File: src/rtl/data_axi_master.sv
// Data-side AXI4 master: turns one MEM-stage request into a single-beat AXI read or write.
// Minimum latency is 3 busy cycles, with the result in DONE; any ready/valid low simply holds the current state.
module data_axi_master #(
    parameter int          ID_WIDTH   = 4,
    parameter int unsigned ID_VAL     = 1,
    parameter int          DATA_WIDTH = 32
) (
    input  logic                  clk,
    input  logic                  rst,
    input  logic                  req_ce,
    input  logic                  req_we,
    input  logic [31:0]           req_addr,
    input  logic [3:0]            req_sel,
    input  logic [DATA_WIDTH-1:0] req_data,
    input  logic                  stall_i,
    output logic                  busy_o,
    output logic [DATA_WIDTH-1:0] rdata_o,
    output logic                  resp_err_o,
    output logic [ID_WIDTH-1:0]   arid,
    output logic [31:0]           araddr,
    output logic [7:0]            arlen,
    output logic [2:0]            arsize,
    output logic [1:0]            arburst,
    output logic                  arvalid,
    input  logic                  arready,
    input  logic [DATA_WIDTH-1:0] rdata,
    input  logic [1:0]            rresp,
    input  logic                  rlast,
    input  logic                  rvalid,
    output logic                  rready,
    output logic [ID_WIDTH-1:0]   awid,
    output logic [31:0]           awaddr,
    output logic [7:0]            awlen,
    output logic [2:0]            awsize,
    output logic [1:0]            awburst,
    output logic                  awvalid,
    input  logic                  awready,
    output logic [DATA_WIDTH-1:0] wdata,
    output logic [3:0]            wstrb,
    output logic                  wlast,
    output logic                  wvalid,
    input  logic                  wready,
    input  logic [1:0]            bresp,
    input  logic                  bvalid,
    output logic                  bready
);

    typedef enum logic [2:0] {S_IDLE, S_AR, S_R, S_AWW, S_B, S_DONE} state_t;

    state_t                state_q;
    logic [31:0]           addr_q;
    logic [3:0]            sel_q;
    logic [DATA_WIDTH-1:0] data_q;
    logic [2:0]            size_q;
    logic                  arvalid_q, rready_q, awvalid_q, wvalid_q, bready_q;
    logic                  aw_done_q, w_done_q;
    logic [DATA_WIDTH-1:0] rdata_q;
    logic                  err_q;

    // Single-beat transfers only, so the last-beat marker carries no information.
    logic unused_rlast;
    assign unused_rlast = rlast;

    function automatic logic [2:0] sel_to_size(input logic [3:0] s);
        case (s)
            4'b0011, 4'b1100:                   return 3'd1;
            4'b0001, 4'b0010, 4'b0100, 4'b1000: return 3'd0;
            default:                            return 3'd2;
        endcase
    endfunction

    always_ff @(posedge clk) begin
        if (rst) begin
            state_q   <= S_IDLE;
            addr_q    <= '0;
            sel_q     <= '0;
            data_q    <= '0;
            size_q    <= '0;
            arvalid_q <= 1'b0;
            rready_q  <= 1'b0;
            awvalid_q <= 1'b0;
            wvalid_q  <= 1'b0;
            bready_q  <= 1'b0;
            aw_done_q <= 1'b0;
            w_done_q  <= 1'b0;
            rdata_q   <= '0;
            err_q     <= 1'b0;
        end else begin
            case (state_q)
                S_IDLE: begin
                    if (req_ce) begin
                        addr_q <= req_addr;
                        sel_q  <= req_sel;
                        data_q <= req_data;
                        size_q <= sel_to_size(req_sel);
                        if (req_we) begin
                            state_q   <= S_AWW;
                            awvalid_q <= 1'b1;
                            wvalid_q  <= 1'b1;
                            aw_done_q <= 1'b0;
                            w_done_q  <= 1'b0;
                        end else begin
                            state_q   <= S_AR;
                            arvalid_q <= 1'b1;
                        end
                    end
                end
                S_AR: begin
                    if (arready) begin
                        arvalid_q <= 1'b0;
                        rready_q  <= 1'b1;
                        state_q   <= S_R;
                    end
                end
                S_R: begin
                    if (rvalid) begin
                        rready_q <= 1'b0;
                        rdata_q  <= rdata;
                        err_q    <= (rresp != 2'b00);
                        state_q  <= S_DONE;
                    end
                end
                S_AWW: begin
                    // AW and W retire independently; leave once both have handshaken.
                    if (awvalid_q && awready) begin
                        awvalid_q <= 1'b0;
                        aw_done_q <= 1'b1;
                    end
                    if (wvalid_q && wready) begin
                        wvalid_q <= 1'b0;
                        w_done_q <= 1'b1;
                    end
                    if ((aw_done_q || awready) && (w_done_q || wready)) begin
                        bready_q <= 1'b1;
                        state_q  <= S_B;
                    end
                end
                S_B: begin
                    if (bvalid) begin
                        bready_q <= 1'b0;
                        err_q    <= (bresp != 2'b00);
                        state_q  <= S_DONE;
                    end
                end
                S_DONE: begin
                    // Holding here while MEM is stalled elsewhere keeps the request from re-issuing.
                    if (!stall_i) state_q <= S_IDLE;
                end
                default: state_q <= S_IDLE;
            endcase
        end
    end

    assign busy_o     = (state_q == S_IDLE) ? req_ce : (state_q != S_DONE);
    assign rdata_o    = rdata_q;
    assign resp_err_o = err_q;

    assign arid    = ID_WIDTH'(ID_VAL);
    assign araddr  = addr_q;
    assign arlen   = 8'd0;
    assign arsize  = size_q;
    assign arburst = 2'b01;
    assign arvalid = arvalid_q;
    assign rready  = rready_q;

    assign awid    = ID_WIDTH'(ID_VAL);
    assign awaddr  = addr_q;
    assign awlen   = 8'd0;
    assign awsize  = size_q;
    assign awburst = 2'b01;
    assign awvalid = awvalid_q;
    assign wdata   = data_q;
    assign wstrb   = sel_q;
    assign wlast   = 1'b1;
    assign wvalid  = wvalid_q;
    assign bready  = bready_q;

endmodule

File: config.mk
export PLATFORM = sky130hd
export DESIGN_NAME = data_axi_master
export DESIGN_NICKNAME = d
export VERILOG_FILES = /design/src/rtl/data_axi_master.sv
export SDC_FILE = /design/constraint.sdc
export NUM_CORES = 1
export LEC_CHECK = 0
export CORE_UTILIZATION = 34
export DETAILED_ROUTE_END_ITERATION = 8
export GPL_TIMING_DRIVEN = 0
export PLACE_DENSITY = 0.81
export SYNTH_ARGS = -nofsm -noshare
export SYNTH_HDL_FRONTEND = slang
export SYNTH_SLANG_ARGS = --single-unit
File: constraint.sdc
create_clock -name clk -period 1.55 [get_ports clk]
set_input_delay 0.31 -clock clk [delete_from_list [all_inputs] [get_ports clk]]
set_output_delay 0.31 -clock clk [all_outputs]
set_load 0.05 [all_outputs]
==> results of run 1 <==
-- cell usage in the layout (no fill, tap or decap), types with 31 or more instances in the layout --
cell,synthesis,final
nand2_1,208,122
clkdlybuf4s50_1,0,111
dfxtp_1,113,110
buf_4,65,101
clkdlybuf4s15_2,0,87
a21oi_2,0,78
nand2_4,0,69
buf_2,9,35
clkbuf_16,0,31
a21oi_1,109,31
conb_1,2,31
-- worst max-delay path, cell delays in order, from the launching register on --
cell     delay (ns)
dfxtp_2        0.33
buf_6          0.14
buf_6          0.12
and2_4         0.13
o21ai_4        0.14
buf_8          0.16
-- layout make-up --
class | instances | area share (%)
multi-input cells | 404 | 28.5
repair buffers | 293 | 30.9
clock buffers | 26 | 5.24
clock inverters | 5 | 0.283
plain buffers | 103 | 9.36
flip-flops and latches | 113 | 23.4
well taps | 176 | 2.26
inverters | 2 | 0.0772
-- stage by stage --
step / hold slack [ns] / worst slack, ns
floorplan: 0.408 / -0.00640
global placement: 0.441 / -0.722
detailed placement: 0.446 / -0.714
CTS: 0.310 / -0.227
global route: 0.392 / -0.249
finish: 0.332 / -0.188
-- cells by family (layout without fill, tap and decap cells) --
logic type,count (synthesis),after routing
other cells,2,31
buf+inv,108,429
simple gates,243,243
mux,2,2
xor+xnor,1,1
compound gates,127,127
flops,113,113
-- power breakdown --
part           internal [mW]  leakage (nW)  switching, mW  total, mW
clock network           2.23         0.266           1.28       3.51
registers               3.42         0.924          0.490       3.91
logic                   3.46          2.83           4.93       8.38
-- path summary, 6_finish.rpt --
check | from | endpoint | slack, ns | cells past startpoint
worst max-delay path | state_q[0]$_SDFFE_PP0P_ | busy_o | -0.19 | 5
worst min-delay path | rst | state_q[0]$_SDFFE_PP0P_ | 0.33 | 3
worst max register to register | state_q[2]$_SDFFE_PP0P_ | araddr[10]$_SDFFE_PP0P_ | -0.16 | 7
worst min register to register | wdata[14]$_SDFFE_PP0P_ | wdata[14]$_SDFFE_PP0P_ | 0.45 | 2
-- repair_timing --
action,in CTS,in global routing
setup endpoints to repair,251,113
hold buffers,0,0
pin swaps,35,116
gates resized for setup,578,336
setup buffers,6,19
gates cloned,4,9
-- sequential cells by signal, indices dropped and copies added (netlist names) --
register / count
rready: 1
wstrb: 4
wdata: 32
state_q: 3
rdata_o: 32
aw_done_q: 1
araddr: 32
resp_err_o: 1
arsize: 2
wvalid: 1
w_done_q: 1
awvalid: 1
bready: 1
arvalid: 1
-- per-layer routing --
| layer | GRT usage, % | routed length, um | vias to the layer above |
|---|---|---|---|
| met5 | 0 | 0 | - |
| met4 | 9.34 | 469 | 0 |
| met3 | 7.04 | 1370 | 35 |
| met2 | 39.8 | 9420 | 212 |
| met1 | 24.4 | 6770 | 2485 |
| li1 | - | - | 2522 |
==> metrics.md, run 1 <==
| Metric | Value |
|---|---|
| Seq/Total Area, Yosys | `48.5%` |
| Min cycle time layout | `1.74 ns` |
| Placed cell count | `~1100` |
| Slew headroom | `about 48%` |
| CTS max path bufs | `2` |
| Post-route cell area | `roughly 9700 sq um` |
| Number of global-route vias before repair | `approximately 4700` |
| Multi-input combinational cell area | `between 2000 and 3000 sq um` |
| Synth Area in Compound Gates | `around 15%` |
| Routed wire length | `between 15000 and 20000 um` |
| Final Hold Vio Count | `0` |
| Most numerous cell in the Yosys netlist | `nand2_1` |
| P_leak | `roughly 4 nW` |
| Worst vdd ir | `884 uV` |
| Setup TNS | `-10.58 ns` |
| Tcrit/Tclk final | `112%` |
| Initial antenna violation count | `0` |
| Layout area overhead | `109%` |
| Multiplexer area fraction after synthesis | `less than 1%` |
| Failing checks | `setup timing` |
| GPL Wtd Cong | `around 0.8` |
| Num CTS Buffers | `17` |
| HP Class | `input pin to register` |
| Syn avg cell area | `slightly below 8 sq um` |
| Cell Area, Synth | `approximately 4700 sq um` |
| Total gr overflow | `0` |
| Worst path arrival time | `around 1.4 ns` |
| # IOs | `289` |
| Port bufs | `255` |
| Synth top area share | `a little under 50%` |
| Storage cell area | `about 2300 sq um` |
| Drt first-iter violations | `236` |
| Fill cell total of the finished layout | `972` |
| Max-cap violations | `0` |
| Crit path capture type | `output port` |
| Power, Total | `~16 mW` |
| Root buffer selected by CTS | `clkbuf_16` |
| Clock Latency Late Sink | `slightly above 0.4 ns` |
| Final Instance Count excl. Fillers | `between 1000 and 1500` |
| Setup slack after layout | `-0.188 ns` |
| Dominant cell type by area after synthesis | `dfxtp_1` |
| Post-route ant nets | `0` |
| Post-Syn Instances | `596` |
| Initial Util | `a little over a third` |
| Routed WL per cell | `around 16 um` |
| Skew final | `about 0.0069 ns` |
| Area contributors post-synth | `dfxtp_1 (49%), nand2_1 (17%), a21oi_1 (12%)` |
| Clock sinks | `about 110` |
| Layout cells sized above 1 | `about half` |
| WS Path Type | `register to output port` |
| Fmax | `about 580 MHz` |
| EDFF count, synth | `0` |
| Status | `finished with violations` |
| Area share of xor/xnor cells in the synthesized design | `0.188%` |
| GRT Overall Usage | `about 22%` |
| Final Util | `73.1%` |
| CTS H-Tree Depth | `4` |
| Largest family of logic cells by synthesized area | `simple AND/OR/NAND/NOR gates` |
| Pwr dens | `1630 nW/um^2` |
| # diodes | `0` |
| Die Span Y | `approximately 120 um` |
| Register clock-pin slew on the reported worst setup and hold paths | `0.05 ns` |
| Synthesized flop and latch total | `around 110` |
| Global-route wire length before repair | `24400 um` |
| Post-synth ARST share | `0%` |
| Max Slew Vio Count | `0` |
| Core area | `13300 sq um` |
| Vias per inst | `between 4 and 5` |
| Post-Synth Simple-Gate Area | `between 20% and 30%` |
| CP Data Required Time | `around 1.2 ns` |
| Die ar. | `roughly 14000 sq um` |
| Synth Flop Type | `dfxtp_1` |
| Yosys cell types | `37` |
| CP Launch Type | `register` |
| Setup violators final | `97` |
| CP max FO | `6` |
| DRC viols | `0` |
| Yosys warning count | `0` |
| Adder-Cell Fraction of Synth Area | `0%` |
| Pre-Repair DR Iteration Count | `4` |
| Die X | `~120 um` |
| Dpl hpwl | `11400 um` |
| Row count | `42` |
| Largest net degree at the start of global routing | `17` |
| CTS tree | `yes` |
| RSZ-0062 raised after global routing | `true` |
| Nets | `roughly 1000` |
| Slew @ Worst Pin | `0.783 ns` |
| DP Area | `7550 sq um` |
| Synth cell count leaders | `nand2_1 (208), dfxtp_1 (113), a21oi_1 (109), buf_4 (65), clkbuf_1 (28)` |
| Routed via count | `between 5000 and 6000` |
No activity file was read; power rests on OpenSTA's default activity.
==> inputs of run 2 (changes only) <==
--- a/config.mk
+++ b/config.mk
@@ -5,6 +5,7 @@
 export SDC_FILE = /design/constraint.sdc
 export NUM_CORES = 1
 export LEC_CHECK = 0
+export CAP_MARGIN = 5
 export CORE_UTILIZATION = 34
 export DETAILED_ROUTE_END_ITERATION = 8
 export GPL_TIMING_DRIVEN = 0
==> constraint.sdc (replaced) <==
create_clock -name clk -period 1.5 [get_ports clk]
set_input_delay 0.3 -clock clk [delete_from_list [all_inputs] [get_ports clk]]
set_output_delay 0.3 -clock clk [all_outputs]
set_load 0.05 [all_outputs]
==> run 2 against run 1 <==
Core utilization rose by 2.2 points. Cell area grew 3.0%. Wire length grew 8.2%. Register-to-register slack got worse by 0.11 ns. Sequential power increased by 4%. The flow still finishes with violations (setup timing). Combinational power grew 12%. Clock power grew 36%. Worst hold slack improved by 0.037 ns.
==> metrics.md, run 2 (synthesized netlist as in run 1, its figures left out) <==
| Metric | Value |
|---|---|
| Max-cap violations | `0 (unchanged)` |
| Routed via count | `5393 (+2.6%)` |
| Failing checks | `setup timing` |
| Row count | `42 (unchanged)` |
| Tcrit/Tclk final | `118%` |
| Drt first-iter violations | `273 (+16%)` |
| Setup slack after layout | `-0.265 ns (-0.0773 ns)` |
| P_leak | `4.43 nW (+10%)` |
| Clock sinks | `113 (unchanged)` |
| Root buffer selected by CTS | `clkbuf_16` |
| Sequential power share | `22.3% (-2.4 points)` |
| Die Span Y | `119 um (unchanged)` |
| Number of global-route vias before repair | `4680 (-0.70%)` |
| Slew @ Worst Pin | `0.799 ns (+0.0165 ns)` |
| Min cycle time layout | `1.77 ns` |
| Core area | `13300 sq um (unchanged)` |
| Largest net degree at the start of global routing | `17 (unchanged)` |
| CP max FO | `6 (unchanged)` |
| Fmax | `567 MHz` |
| GRT Overall Usage | `21.9% (-0.53 points)` |
| Routed WL per cell | `17.2 um (+7.3%)` |
| Global-route wire length before repair | `24000 um (-1.6%)` |
| # IOs | `289 (unchanged)` |
| Port bufs | `255 (unchanged)` |
| Clk pwr share | `26.2% (+4.0 points)` |
| CTS H-Tree Depth | `4 (unchanged)` |
| Layout cells sized above 1 | `59.2% (+8.4 points)` |
| Worst vdd ir | `891 uV (+0.83%)` |
| Layout area overhead | `115%` |
| WS Path Type | `register to register` |
| CP Data Required Time | `1.77 ns (+0.53 ns)` |
| Max Slew Vio Count | `0 (unchanged)` |
| GPL Wtd Cong | `0.838 (+4.7%)` |
| Fill cell total of the finished layout | `931 (-4.2%)` |
| Pwr dens | `1820 nW/um^2 (+12%)` |
| Initial antenna violation count | `1 (+1)` |
| Nets | `1057 (+0.76%)` |
| Final Hold Vio Count | `0 (unchanged)` |
| RSZ-0062 raised after global routing | `true` |
| Worst path arrival time | `2.03 ns (+0.60 ns)` |
| Slew headroom | `46.7% (-1.1 points)` |
| Dpl hpwl | `11200 um (-1.6%)` |
| Status | `finished with violations` |
| Setup TNS | `-18.15 ns (-7.57 ns)` |
| Skew final | `0.00897 ns (+0.00206 ns)` |
| Crit path capture type | `register` |
| Clock Latency Late Sink | `0.42 ns (about the same)` |
| Sw Pwr | `7.53 mW (+12%)` |
| Vias per inst | `4.76 (+1.7%)` |
| Most common cell after layout, fill and taps aside | `clkdlybuf4s50_1` |
| Pre-Repair DR Iteration Count | `4 (unchanged)` |
| Die X | `119 um (unchanged)` |
| Initial Util | `35.1% (unchanged)` |
| CP Launch Type | `register` |
| Commonest cells after routing, fill and taps aside | `clkdlybuf4s50_1 (111), dfxtp_1 (106), a21oi_2 (101), nand2_4 (100), buf_4 (96)` |
| Die ar. | `14200 sq um (unchanged)` |
| Register clock-pin slew on the reported worst setup and hold paths | `0.06 ns (about the same)` |
| Num CTS Buffers | `17 (unchanged)` |
| Routed wire length | `19500 um (+8.2%)` |
| HP Class | `input pin to register` |
| Total gr overflow | `0 (unchanged)` |
| CTS tree | `yes` |
| Place WS | `-0.788 ns (-0.0741 ns)` |
| Post-route ant nets | `0 (unchanged)` |
| Switching part of the total | `41.4% (-1.0 points)` |
| Setup violators final | `112 (+15%)` |
| Comb pwr share | `51.5% (-1.6 points)` |
| DRC viols | `0 (unchanged)` |
| Pint | `10.7 mW (+17%)` |
| CTS max path bufs | `2 (unchanged)` |
-- run 2: cell types whose count changed in the layout (fill, tap and decap cells not counted), sizes merged, moves of 2 or more --
| cell | delta |
|---|---|
| clkinvlp | +4 |
| clkdlybuf4s15 | -66 |
| clkbuf | -3 |
| clkinv | -2 |
| buf | +62 |
| clkdlybuf4s18 | +7 |
| bufinv | +7 |
-- run 2: worst paths after layout --
path | to | slack (ns) | from | cells after the start
setup reg to reg | arsize[0]$_SDFFE_PP0P_ | -0.27 | state_q[1]$_SDFFE_PP0P_ | 6
setup / recovery | arsize[0]$_SDFFE_PP0P_ | -0.27 | state_q[1]$_SDFFE_PP0P_ | 6
hold reg to reg | rdata_o[27]$_SDFFE_PP0P_ | 0.46 | rdata_o[27]$_SDFFE_PP0P_ | 2
hold / removal | state_q[0]$_SDFFE_PP0P_ | 0.37 | rst | 3
-- run 2: worst max-delay path: stages (launching register included) --
cell	delay, ns
dfxtp_2	0.32
buf_6	0.12
or4b_4	0.55
buf_12	0.17
a31o_1	0.19
a31oi_2	0.19
nor3_1	0.07
-- run 2: power by group through the flow --
stage | registers [mW] | logic (mW) | clock network, mW
after floorplan | 5.49 | 2.67 | 0
after global placement | 3.87 | 6.33 | 0
after detailed placement | 3.90 | 6.36 | 0
after CTS | 3.85 | 6.66 | 4.78
after global routing | 4.11 | 9.76 | 4.95
final | 4.06 | 9.38 | 4.76
-- run 2: timing repair --
action                     in CTS  in global routing
hold buffers                    0                  0
gates cloned                    2                 16
setup endpoints to repair     252                134
pin swaps                       7                202
setup buffers                  10                 17
gates resized for setup       574                588
-- run 2: layout make-up --
class	instances	area [sq um]	share of cell area [%]
flip-flops and latches	113	2270	22.7
clock buffers	18	429	4.29
clock inverters	14	262	2.61
inverters	2	7.51	0.0750
multi-input cells	404	3120	31.1
plain buffers	105	935	9.34
well taps	176	220	2.20
repair buffers	299	2770	27.6
diodes	1	2.50	0.0250
-- run 2: through the flow --
step	std cells	cell area [sq um]	util, %	total power [mW]	hold WS [ns]
after global placement	1056	7550	56.8	10.2	0.440
after detailed placement	1056	7550	56.8	10.3	0.446
final	1132	10000	75.3	18.2	0.369
after floorplan	625	4780	-	8.16	0.398
after global routing	1131	10000	75.3	18.8	0.367
after CTS	1099	8520	64.1	15.3	0.335
-- run 2: routing by layer --
layer | GRT usage, % | part of all wire (%) | wire, um | up-vias
li1 | - | - | - | 2551
met1 | 24.8 | 39 | 7580 | 2570
met2 | 38.5 | 52 | 10200 | 226
met3 | 6.85 | 6.2 | 1220 | 46
met4 | 7.36 | 2.8 | 549 | 0
met5 | 0 | 0 | 0 | -
